==> src/rtl/dac_arbiter.sv <==
// -----------------------------------------------------------------------------
// dac_arbiter
//
// Two-requester arbiter feeding a dual-channel 14-bit DAC. Requesters stream
// bursts of 28-bit samples {chB, chA} over a valid/ready/last handshake. A
// burst is granted round-robin, samples are registered straight onto the DAC
// outputs, and every burst is followed by a fixed number of idle-code cycles.
// A burst ends on last, on a stall timeout, or on en_i dropping (abort).
//
// Parameters:
//   TIMEOUT     consecutive stalled BURST cycles before the burst is dropped
//   GAP_CYCLES  idle-code cycles forced between bursts
//   IDLE_CODE   code driven on both DAC channels outside a burst
//
// Ports:
//   adc_clk              sole clock, rising edge
//   adc_rst_i            asynchronous active-low reset
//   en_i                 enable; low blocks grants and aborts an active burst
//   reqN_valid_i         requester N has a sample
//   reqN_data_i          sample {chB[27:14], chA[13:0]}, 2's complement
//   reqN_last_i          final sample of the burst
//   reqN_ready_o         sample from requester N accepted this cycle
//   dac_dat_a_o/_b_o     registered DAC channel samples
//   grant_o              one-hot burst owner, 00 outside BURST
//   busy_o               high in BURST and GAP
//   timeout_o, abort_o   one-cycle pulses on stall timeout / enable abort
// -----------------------------------------------------------------------------
module dac_arbiter #(
    parameter int unsigned  TIMEOUT    = 256,
    parameter int unsigned  GAP_CYCLES = 2,
    parameter logic [13:0]  IDLE_CODE  = 14'h0000
) (
    input  logic        adc_clk,
    input  logic        adc_rst_i,
    input  logic        en_i,
    input  logic        req0_valid_i,
    input  logic [27:0] req0_data_i,
    input  logic        req0_last_i,
    output logic        req0_ready_o,
    input  logic        req1_valid_i,
    input  logic [27:0] req1_data_i,
    input  logic        req1_last_i,
    output logic        req1_ready_o,
    output logic [13:0] dac_dat_a_o,
    output logic [13:0] dac_dat_b_o,
    output logic [1:0]  grant_o,
    output logic        busy_o,
    output logic        timeout_o,
    output logic        abort_o
);

    localparam logic [15:0] TIMEOUT_L = 16'(TIMEOUT);
    localparam logic [7:0]  GAP_LAST  = 8'(GAP_CYCLES - 1);

    typedef enum logic [1:0] {
        StIdle  = 2'b00,
        StBurst = 2'b01,
        StGap   = 2'b10
    } state_e;

    state_e      r_state;
    logic [1:0]  r_grant;
    // Index of the requester granted most recently; reset value 1 so that
    // req0 wins the first contested decision.
    logic        r_last_gnt;
    logic [15:0] r_stall_cnt;
    logic [7:0]  r_gap_cnt;
    logic [13:0] r_dac_a;
    logic [13:0] r_dac_b;
    logic        r_timeout;
    logic        r_abort;

    logic        w_in_burst;
    logic        w_sel_valid;
    logic        w_sel_last;
    logic [27:0] w_sel_data;
    logic        w_xfer;
    logic [15:0] w_stall_inc;
    logic        w_stall_hit;
    logic        w_any_valid;
    logic        w_pick;

    assign w_in_burst = (r_state == StBurst);

    // Only the granted requester's handshake signals are looked at; grant is
    // one-hot inside BURST and 00 elsewhere.
    assign w_sel_valid = (r_grant[0] & req0_valid_i) | (r_grant[1] & req1_valid_i);
    assign w_sel_last  = (r_grant[0] & req0_last_i)  | (r_grant[1] & req1_last_i);
    assign w_sel_data  = r_grant[1] ? req1_data_i : req0_data_i;

    assign req0_ready_o = w_in_burst & r_grant[0] & en_i;
    assign req1_ready_o = w_in_burst & r_grant[1] & en_i;

    assign w_xfer = w_in_burst & en_i & w_sel_valid;

    // Saturating increment: the counter must never wrap back to zero.
    assign w_stall_inc = (r_stall_cnt == 16'hFFFF) ? 16'hFFFF : (r_stall_cnt + 16'd1);
    assign w_stall_hit = (w_stall_inc >= TIMEOUT_L);

    // Round-robin pick: on contention favour the requester not granted last.
    assign w_any_valid = req0_valid_i | req1_valid_i;
    always_comb begin
        w_pick = 1'b0;
        if (req0_valid_i && req1_valid_i) begin
            w_pick = ~r_last_gnt;
        end else if (req1_valid_i) begin
            w_pick = 1'b1;
        end
    end

    always_ff @(posedge adc_clk or negedge adc_rst_i) begin
        if (!adc_rst_i) begin
            r_state     <= StIdle;
            r_grant     <= 2'b00;
            r_last_gnt  <= 1'b1;
            r_stall_cnt <= 16'd0;
            r_gap_cnt   <= 8'd0;
            r_dac_a     <= IDLE_CODE;
            r_dac_b     <= IDLE_CODE;
            r_timeout   <= 1'b0;
            r_abort     <= 1'b0;
        end else begin
            r_timeout <= 1'b0;
            r_abort   <= 1'b0;

            case (r_state)
                StIdle: begin
                    r_dac_a <= IDLE_CODE;
                    r_dac_b <= IDLE_CODE;
                    if (en_i && w_any_valid) begin
                        r_state     <= StBurst;
                        r_grant     <= w_pick ? 2'b10 : 2'b01;
                        r_last_gnt  <= w_pick;
                        r_stall_cnt <= 16'd0;
                    end
                end

                StBurst: begin
                    if (!en_i) begin
                        // Abort takes priority over a coincident timeout.
                        r_state   <= StGap;
                        r_grant   <= 2'b00;
                        r_gap_cnt <= 8'd0;
                        r_abort   <= 1'b1;
                        r_dac_a   <= IDLE_CODE;
                        r_dac_b   <= IDLE_CODE;
                    end else if (w_xfer) begin
                        r_dac_a     <= w_sel_data[13:0];
                        r_dac_b     <= w_sel_data[27:14];
                        r_stall_cnt <= 16'd0;
                        if (w_sel_last) begin
                            // Last sample stays visible during the first GAP cycle.
                            r_state   <= StGap;
                            r_grant   <= 2'b00;
                            r_gap_cnt <= 8'd0;
                        end
                    end else begin
                        r_stall_cnt <= w_stall_inc;
                        if (w_stall_hit) begin
                            r_state   <= StGap;
                            r_grant   <= 2'b00;
                            r_gap_cnt <= 8'd0;
                            r_timeout <= 1'b1;
                            r_dac_a   <= IDLE_CODE;
                            r_dac_b   <= IDLE_CODE;
                        end
                    end
                end

                StGap: begin
                    r_dac_a <= IDLE_CODE;
                    r_dac_b <= IDLE_CODE;
                    if (r_gap_cnt == GAP_LAST) begin
                        r_state     <= StIdle;
                        r_gap_cnt   <= 8'd0;
                        r_stall_cnt <= 16'd0;
                    end else begin
                        r_gap_cnt <= r_gap_cnt + 8'd1;
                    end
                end

                default: begin
                    r_state <= StIdle;
                    r_grant <= 2'b00;
                    r_dac_a <= IDLE_CODE;
                    r_dac_b <= IDLE_CODE;
                end
            endcase
        end
    end

    assign dac_dat_a_o = r_dac_a;
    assign dac_dat_b_o = r_dac_b;
    assign grant_o     = r_grant;
    assign busy_o      = (r_state == StBurst) | (r_state == StGap);
    assign timeout_o   = r_timeout;
    assign abort_o     = r_abort;

endmodule

==> config.mk <==
export PLATFORM = sky130hd
export DESIGN_NAME = dac_arbiter
export DESIGN_NICKNAME = d
export VERILOG_FILES = /design/src/rtl/dac_arbiter.sv
export SDC_FILE = /design/constraint.sdc
export NUM_CORES = 1
export LEC_CHECK = 0
export ABC_CLOCK_PERIOD_IN_PS = 2600
export CORE_UTILIZATION = 47
export DETAILED_ROUTE_END_ITERATION = 10
export PLACE_DENSITY = 0.8
export SYNTH_ARGS = -nofsm -noshare
export SYNTH_HDL_FRONTEND = slang
export SYNTH_SLANG_ARGS = --single-unit
==> constraint.sdc <==
create_clock -name adc_clk -period 2.6 [get_ports adc_clk]
set_input_delay 0.52 -clock adc_clk [delete_from_list [all_inputs] [get_ports adc_clk]]
set_output_delay 0.52 -clock adc_clk [all_outputs]
set_load 0.005 [all_outputs]
=== Word-level counts from Yosys, hierarchy flattened ===
Cells that the tools add are included.
W data, S select, Z words.

* Eq/ne operators: 9
* $lt $le $gt $ge: 1
* Muxes and demuxes: 42
* Reduce and logical (&&, ||, !) cells: 10
* Bitwise logic cells: 16
* $add $sub $neg: 2

{| class="wikitable"
|+ Operators with widths
! operator !! number
|-
| $mux W14 || 7
|-
| $mux W16 || 5
|-
| $pmux W16 S3 || 1
|-
| $mux W8 || 5
|-
| $mux W28 || 1
|-
| $mux W2 || 12
|-
| $add A16 B1 Y16 const B || 1
|-
| $eq A16 B16 Y1 const B || 1
|-
| $ge A16 B9 Y1 const B || 1
|-
| $pmux W8 S2 || 1
|-
| $pmux W2 S3 || 2
|-
| $reduce_and A4 Y1 || 3
|-
| $and A1 B1 Y1 || 10
|-
| $add A8 B1 Y8 const B || 1
|-
| $eq A8 B1 Y1 const B || 1
|-
| $mux W1 || 8
|-
| $ne A2 B2 Y1 const B || 3
|-
| $ne A4 B2 Y1 const B || 1
|-
| $ne A4 B4 Y1 const B || 1
|-
| $or A1 B1 Y1 || 4
|-
| $reduce_and A3 Y1 || 1
|-
| $reduce_bool A3 Y1 || 1
|-
| $eq A2 B1 Y1 const B || 1
|-
| $eq A2 B2 Y1 const B || 1
|-
| 5 further kinds || 7
|}

* Bits in registers: 59
* Logic and storage cells: 89

=== Logic depth before layout (Yosys ltp) ===
Gate-level depths: netlist of run 1.

* Word-level depth: 7
* Depth in mapped cells: 10
* Depth with buffers taken out: 9

=== Worst setup path before layout of run 1 ===
Ideal clock, no wire load.

* Path type: reg-to-reg
* Start: register r_gap_cnt[1]
* End: register r_stall_cnt[13]
* Stages on the path, launching flop included: 11
* Path slack: 0.244 ns
* Setup time: 0.083 ns
* Period minus slack after synthesis: 2.356 ns
* Data required time: 2.517 ns
* Path buffers: 1
* Arrival time: 2.274 ns
* Path through: dfrtp_1 > inv_1 > ha_1 > or4b_4 > o41ai_4 > nand2_4 > or3_4 > buf_6 > a31oi_1 > o21ai_1 > o21ai_0

* Longest elaborated chain between the ends: 3

{| class="wikitable"
|+ Ends and longest elaborated chain
! what !! line !! RTL
|-
| from (decl) || 67 || <nowiki>logic [7:0] r_gap_cnt;</nowiki>
|-
| from (signal assigned) || 178 || <nowiki>r_gap_cnt <= r_gap_cnt + 8'd1;</nowiki>
|-
| $eq A8 B1 Y1 || 173 || <nowiki>if (r_gap_cnt == GAP_LAST) begin</nowiki>
|-
| $ne A2 B2 Y1 (no source line) || -- ||
|-
| $reduce_and A4 Y1 (no source line) || -- ||
|-
| to (signal assigned) || 158 || <nowiki>r_stall_cnt <= w_stall_inc;</nowiki>
|-
| to (decl) || 66 || <nowiki>logic [15:0] r_stall_cnt;</nowiki>
|}

Every way passes these cells.
A chain may end at the register's enable or synchronous reset.

=== Final worst setup path of run 1 ===
* Start: register r_stall_cnt[9]
* End: register r_gap_cnt[7]

* Longest elaborated chain between the ends: 5

{| class="wikitable"
|+ Ends and longest elaborated chain
! what !! line !! RTL
|-
| $add A16 B1 Y16 / $eq A16 B16 Y1 (equally long branches) || 97 || <nowiki>assign w_stall_inc = (r_stall_cnt == 16'hFFFF) ? 16'hFFFF : (r_stall_cnt + 16'd1);</nowiki>
|-
| $mux W16 * || 97 ||
|-
| $ge A16 B9 Y1 * || 98 || <nowiki>assign w_stall_hit = (w_stall_inc >= TIMEOUT_L);</nowiki>
|-
| $ne A4 B2 Y1 (no source line) * || -- ||
|-
| $reduce_and A3 Y1 (no source line) * || -- ||
|}

Every way passes the cells marked *; elsewhere a longest branch is shown, timed or not.

==> flow_metrics.tcl, run 1 <==
set metrics [dict create \
    final_layout_size_suffix_gt1_frac 0.1774 \
    dieHeight_um 85.02 \
    average_footprint_of_a_synthesized_cell_um2 9.728 \
    clock-skew-final_ns 0.005044 \
    slew_headroom 0.6636 \
    postSynth.asyncResetShare 1.000 \
    vias_per_cell 5.657 \
    wirelength_um 9137 \
    synthesis.area_mm2 0.003239 \
    grt_first_pass_wirelength_um 15060 \
    die_width_um 85.02 \
    ys.flop_type "dfrtp_1" \
    fin_util 0.7369 \
    grt_overflow 0 \
    achievable-frequency_mhz 404.7 \
    timing.final.hold_violations 0 \
    worstMarginPinSlew_ns 0.5047 \
    via_count_of_the_first_global_routing_pass 3116 \
    worstHoldPathType "in2async" \
    synth-warning-count 0 \
    antenna_found_initial 0 \
    synth.top_cells.by_area "dfrtp_1, mux2i_1, o21ai_0, nand2_1, ha_1" \
    synth-edff-count 0 \
    overall_fraction_of_global_route_tracks_in_use 0.2709 \
    min_period_over_period 0.9504 \
    vdd.ir_drop.worst_mv 0.3491 \
    drtIter0Drc 215 \
    initial_core_util 0.4987 \
    core.rowCount 29 \
    h-tree-depth 3 \
    post_synth_most_frequent_cells "dfrtp_1, o21ai_0, nand2_1" \
    yosysSeqAreaShare 0.4562 \
    yosysUniqueCellTypes 54 \
    drv.max_cap_violation_count 0 \
    gr_met2_demand_resource 0.4472 \
    yosys.area_share.adder 0.02704 \
    remaining_drc_errors 0 \
    layout.cells.non_filler 545 \
    met3_usage 0.07004 \
    core_mm2 0.006495 \
    multiplexer_share_of_the_synthesized_area 0.1097 \
    tritoncts "done" \
    final-max-slew-violation-count 0 \
    outcome "completed" \
    synth.ff_latch_count 59 \
    layout_setup_ws_ns 0.1290 \
    critPathArrivalTime_ns 2.71 \
    path_class "reg2reg" \
    setup_tns_ns 0 \
    syn2layout_area_growth_pct 47.74 \
    critical_path.endpoint_type "flip-flop" \
    globalplace.congestion 0.9059 \
    root_buffer "clkbuf_8" \
    synth_compound_area_frac 0.1808 \
    vias 3083 \
    yosys.area.top_type_share 0.4480 \
    grtUsageMet1 0.3367 \
    area_enclosed_by_the_die_boundary_mm2 0.007228 \
    power_density_mw_per_mm2 685.3 \
    io-pin-count 98 \
    drt.antenna.violating_nets 0 \
    syn_nets 403 \
    critical_path_required_ns 2.84 \
    yosysMostFrequentCell "dfrtp_1" \
    dp_slack_ns -0.07601 \
    detailedPlacementHpwl_um 6520 \
    p_leak_nw 2.061 \
    yosys.area_share.simple 0.1854 \
    port-buffer-count 97 \
    cts_sinks 59 \
    dpl.cell_count 526 \
    clk_pin_slew_worst_paths_ns 0.07 \
    synthXorXnorAreaFrac 0.005407 \
    design.final.nets 533 \
    cts_hold_buf 0 \
    syn_inst 333 \
    synth_top_family_by_area "simple AND/OR/NAND/NOR gates" \
    cts.path.max_buffers 2 \
    wl_per_cell_um 16.77 \
    clkLatencyLatePin_ns 0.34 \
    cts_buffers 9 \
    setup.worst_path.start_class "flip-flop" \
    biggest_fanout_along_the_worst_timing_path 7 \
    timing.final.crit_period_ns 2.471 \
    grt_max_degree 29 \
    grt_busiest_layer "met2" \
    synth_top_area_cell "dfrtp_1" \
    setup_viol 0 \
    antenna_cells_inserted 0 \
    drt_pre_antenna_iters 4 \
]
## repair_timing
action                     CTS  global route
buffers inserted             0             3
resized for setup            2            16
pin swaps                    0             3
setup endpoints to repair    1            30
## layout make-up
class	instances	area, um^2
Clock inverter	2	10.01
Fill cell	456	1709
Sequential cell	59	1485
Timing Repair Buffer	135	1276
Tap cell	77	96.34
Inverter	9	33.78
Clock buffer	14	162.7
Multi-Input combinational cell	249	1722
## registers in the layout, summed over array words and instances (netlist names)
register     flops
dac_dat_a_o     14
r_gap_cnt        8
timeout_o        1
grant_o          2
abort_o          1
r_state          2
r_last_gnt       1
r_stall_cnt     16
dac_dat_b_o     14
## path summary, 6_finish.rpt
kind,start,cells past startpoint,endpoint,slack (ns)
worst min register to register,dac_dat_a_o[7],2,dac_dat_a_o[7],0.48
worst max register to register,r_stall_cnt[9],8,r_gap_cnt[7],0.13
max in group asynchronous,adc_rst_i,2,r_last_gnt,1.83
worst min-delay path,adc_rst_i,1,r_stall_cnt[15],0.14
worst max-delay path,r_stall_cnt[9],8,r_gap_cnt[7],0.13
min in group adc_clk,dac_dat_a_o[7],2,dac_dat_a_o[7],0.48
## cell families (layout without fill, tap and decap cells)
family	after synthesis	count (layout)
AO/OA/AOI/OAI	94	94
buffers and inverters	25	160
XOR/XNOR	2	2
adder cells (fa/ha/maj)	7	7
AND/OR/NAND/NOR	111	111
flip-flops	59	59
multiplexers	35	35
## routing by layer
layer / vias to the layer above / part of all wire
met2: 121 / 0.49
met4: 0 / 0.023
li1: 1472 / -
met3: 23 / 0.065
met5: - / 0
met1: 1467 / 0.42
## cell usage in the layout, fill, tap and decap left out, types with 2 or more instances in the layout
| master | n |
|---|---|
| dfrtp_1 | 52 |
| a22o_1 | 5 |
| ha_1 | 6 |
| a21oi_1 | 6 |
| nand4_1 | 4 |
| a31oi_1 | 3 |
| nor2_1 | 18 |
| inv_1 | 9 |
| dfrtp_2 | 6 |
| and3_1 | 7 |
| a21o_1 | 2 |
| mux2i_1 | 30 |
| nor3_1 | 3 |
| buf_12 | 2 |
| clkbuf_8 | 11 |
| o21ai_1 | 5 |
| nor3_2 | 4 |
| clkinv_2 | 2 |
| buf_4 | 36 |
| nand2_1 | 47 |
| nor4_4 | 2 |
| or3_4 | 2 |
| clkdlybuf4s50_1 | 96 |
| nand2b_1 | 4 |
| o21ai_0 | 49 |
| o31ai_1 | 11 |
| a41oi_1 | 2 |
| nand3_1 | 6 |
| mux2_2 | 4 |
| a22oi_1 | 2 |
| clkbuf_1 | 3 |
## power by group
group	switching [mW]	total (mW)	internal, mW
registers	0.0964	1.12	1.02
clock network	0.356	0.751	0.396
logic	0.723	1.41	0.686
## worst max-delay path, stage by stage, from the launching register on
cell	delay (ns)
dfrtp_1	0.43
and4_1	0.27
and3_1	0.19
o211a_1	0.23
o2111ai_2	0.27
nor3_4	0.09
buf_4	0.16
or3_4	0.43
o31ai_1	0.29
## through the flow
step / hold slack [ns] / power, mW / cell area, um^2
floorplan: 0.2244 / 1.898 / 3239
global placement: 0.4603 / 2.442 / 4514
CTS: 0.1444 / 3.257 / 4698
global route: 0.1679 / 3.465 / 4786
detailed placement: 0.4696 / 2.487 / 4514
finish: 0.1399 / 3.280 / 4786
Power figures use the tool's default switching activity.
==> run 2: changes to the inputs <==
--- a/config.mk
+++ b/config.mk
@@ -5,7 +5,7 @@
 export SDC_FILE = /design/constraint.sdc
 export NUM_CORES = 1
 export LEC_CHECK = 0
-export ABC_CLOCK_PERIOD_IN_PS = 2600
+export ABC_CLOCK_PERIOD_IN_PS = 2800
 export CORE_UTILIZATION = 47
 export DETAILED_ROUTE_END_ITERATION = 10
 export PLACE_DENSITY = 0.8
==> constraint.sdc (replaced) <==
create_clock -name adc_clk -period 2.8 [get_ports adc_clk]
set_input_delay 0.56 -clock adc_clk [delete_from_list [all_inputs] [get_ports adc_clk]]
set_output_delay 0.56 -clock adc_clk [all_outputs]
set_load 0.005 [all_outputs]
==> flow_metrics.tcl, run 2 (synthesis results as in run 1) <==
set metrics [dict create \
    antenna_found_initial 0 \
    detailroute.wirelength.met2_um 3989 \
    sequentialPowerShare 0.338 \
    met3_wirelength_um 722 \
    wirelength_um 8454 \
    achievable-frequency_mhz 382.6 \
    syn2layout_area_growth_pct 42.37 \
    biggest_fanout_along_the_worst_timing_path 9 \
    critical_path.endpoint_type "flip-flop" \
    worst_setup_path_startpoint "r_stall_cnt[0]" \
    path_class "reg2reg" \
    crit_end "r_gap_cnt[6]" \
    drt_pre_antenna_iters 5 \
    via_count_of_the_first_global_routing_pass 2973 \
    m1_wire_length_um 3595 \
    globalplace.congestion 0.9353 \
    core_mm2 0.006495 \
    core.rowCount 29 \
    cts_hold_buf 0 \
    dieHeight_um 85.02 \
    die_width_um 85.02 \
    stdcell_area_mm2 0.004612 \
    worstRegToRegCells 9 \
    tritoncts "done" \
    wl_per_cell_um 16.20 \
    mostFrequentLayoutCell "clkdlybuf4s50_1" \
    h-tree-depth 3 \
    initial_core_util 0.4987 \
    p_leak_nw 1.969 \
    clkLatencyLatePin_ns 0.33 \
    grt_setup_unrepaired "no" \
    setup.worst_path.start_class "flip-flop" \
    slew_headroom 0.5194 \
    postCtsSetupRepairBufs 0 \
    fillCellCount 510 \
    cts_repair_resize_count 0 \
    outcome "completed" \
    grt_first_pass_wirelength_um 14140 \
    setup_tns_ns 0 \
    cts_buffers 9 \
    crit-reg2reg-capture "r_gap_cnt[6]" \
    remaining_drc_errors 0 \
    clockPowerShare 0.262 \
    comb_power_share 0.400 \
    rr_startpoint "r_stall_cnt[0]" \
    switching_share 0.3371 \
    worstMarginPinSlew_ns 0.7161 \
    setup_viol 0 \
    final-max-slew-violation-count 0 \
    root_buffer "clkbuf_8" \
    detailedPlacementHpwl_um 6245 \
    timing.final.crit_period_ns 2.614 \
    r2r_slack_ns 0.19 \
    vias 3010 \
    port-buffer-count 97 \
    layout_common_cells "clkdlybuf4s50_1, dfrtp_1, o21ai_0, nand2_1, mux2i_1" \
    crit_slowest_cell "or3_1" \
    drv.max_cap_violation_count 0 \
    cpPeakStageDelay_ns 0.48 \
    cts_sinks 59 \
    cell_by_cell_listing_of_the_critical_path "ha_2 -> nand3_4 -> nor4_2 -> mux2i_1 -> o2111ai_1 -> nor3_4 -> buf_4 -> or3_1 -> o31ai_1" \
    placed_area_mm2 0.004379 \
    clock-skew-final_ns 0.002977 \
    drtIter0Drc 256 \
    design.final.nets 512 \
    p_int_mw 2.001 \
    grt_overflow 0 \
    register_with_the_most_flip_flops "r_stall_cnt" \
    cts.path.max_buffers 2 \
    net_switching_mw 1.017 \
    grt_max_degree 33 \
    critPathArrivalTime_ns 2.84 \
    largest_reg_flops 16 \
    timing.final.hold_violations 0 \
    power_density_mw_per_mm2 654.4 \
    route.top_layer_used "met4" \
    vias_per_cell 5.766 \
    final_layout_size_suffix_gt1_frac 0.1169 \
    critical_path_required_ns 3.03 \
    io-pin-count 98 \
    antenna_cells_inserted 0 \
    drt.antenna.violating_nets 0 \
    clk_pin_slew_worst_paths_ns 0.06 \
    area_enclosed_by_the_die_boundary_mm2 0.007228 \
    vdd.ir_drop.worst_mv 0.2985 \
    overall_fraction_of_global_route_tracks_in_use 0.2521 \
    min_period_over_period 0.9335 \
    worstHoldPathType "in2async" \
]
-- run 2: changes by cell type in the layout (fill, tap and decap cells not counted), moves of 2 or more --
cell      previous run  this run
buf_4               36        15
clkbuf_1             3         0
nor3_1               3         5
nor3_2               4         2
dfrtp_2              6         0
dfrtp_1             52        58
-- run 2: area by class of cell --
type / instances / area, um^2 / area share
Multi-Input combinational cell: 249 / 1685 / 0.3654
Sequential cell: 59 / 1478 / 0.3204
Inverter: 9 / 33.78 / 0.007325
Clock buffer: 12 / 165.2 / 0.03581
Clock inverter: 2 / 35.03 / 0.007596
Timing Repair Buffer: 114 / 1119 / 0.2425
Tap cell: 77 / 96.34 / 0.02089
-- run 2: worst min-delay path by stage --
| stage | startpoint | to |
|---|---|---|
| 6_report | adc_rst_i | dac_dat_a_o[2] |
| 5_1_grt | adc_rst_i | dac_dat_a_o[0] |
| 4_1_cts | adc_rst_i | dac_dat_a_o[2] |
| 3_5_place_dp | dac_dat_b_o[4] | dac_dat_b_o[4] |
| 3_3_place_gp | dac_dat_b_o[12] | dac_dat_b_o[12] |
| 2_1_floorplan | adc_rst_i | abort_o |
-- run 2: critical path: cells and delay by family, from the launching register on --
kind	cells	cell delay, ns
AND/OR/NAND/NOR	4	1.07
flip-flops	1	0.42
multiplexers	1	0.14
AO/OA/AOI/OAI	2	0.46
buffers and inverters	1	0.15
adder cells (fa/ha/maj)	1	0.25
-- run 2: power by group through the flow --
| stage | Combinational (mW) | Sequential (mW) | Clock [mW] |
|---|---|---|---|
| after floorplan | 0.734 | 1.03 | 0 |
| after global placement | 1.18 | 1.03 | 0 |
| after detailed placement | 1.20 | 1.03 | 0 |
| after CTS | 1.20 | 1.02 | 0.797 |
| after global routing | 1.31 | 1.03 | 0.848 |
| final | 1.21 | 1.02 | 0.792 |
-- run 2: layer usage --
metal / vias to the layer above / global-route usage
li1: 1426 / -
met1: 1436 / 0.3176
met2: 134 / 0.4069
met3: 14 / 0.08852
met4: 0 / 0.08166
met5: - / 0
-- run 2: per-stage QoR --
step,util,power (mW),setup slack [ns],cells,hold slack (ns)
after CTS,0.7051,3.021,0.07067,522,0.2819
after global placement,0.6742,2.208,0.1666,508,0.4608
after floorplan,-,1.763,0.4438,333,0.2644
final,0.7101,3.018,0.1863,522,0.2638
after detailed placement,0.6742,2.230,0.1070,508,0.4685
after global routing,0.7101,3.197,0.03458,522,0.3111
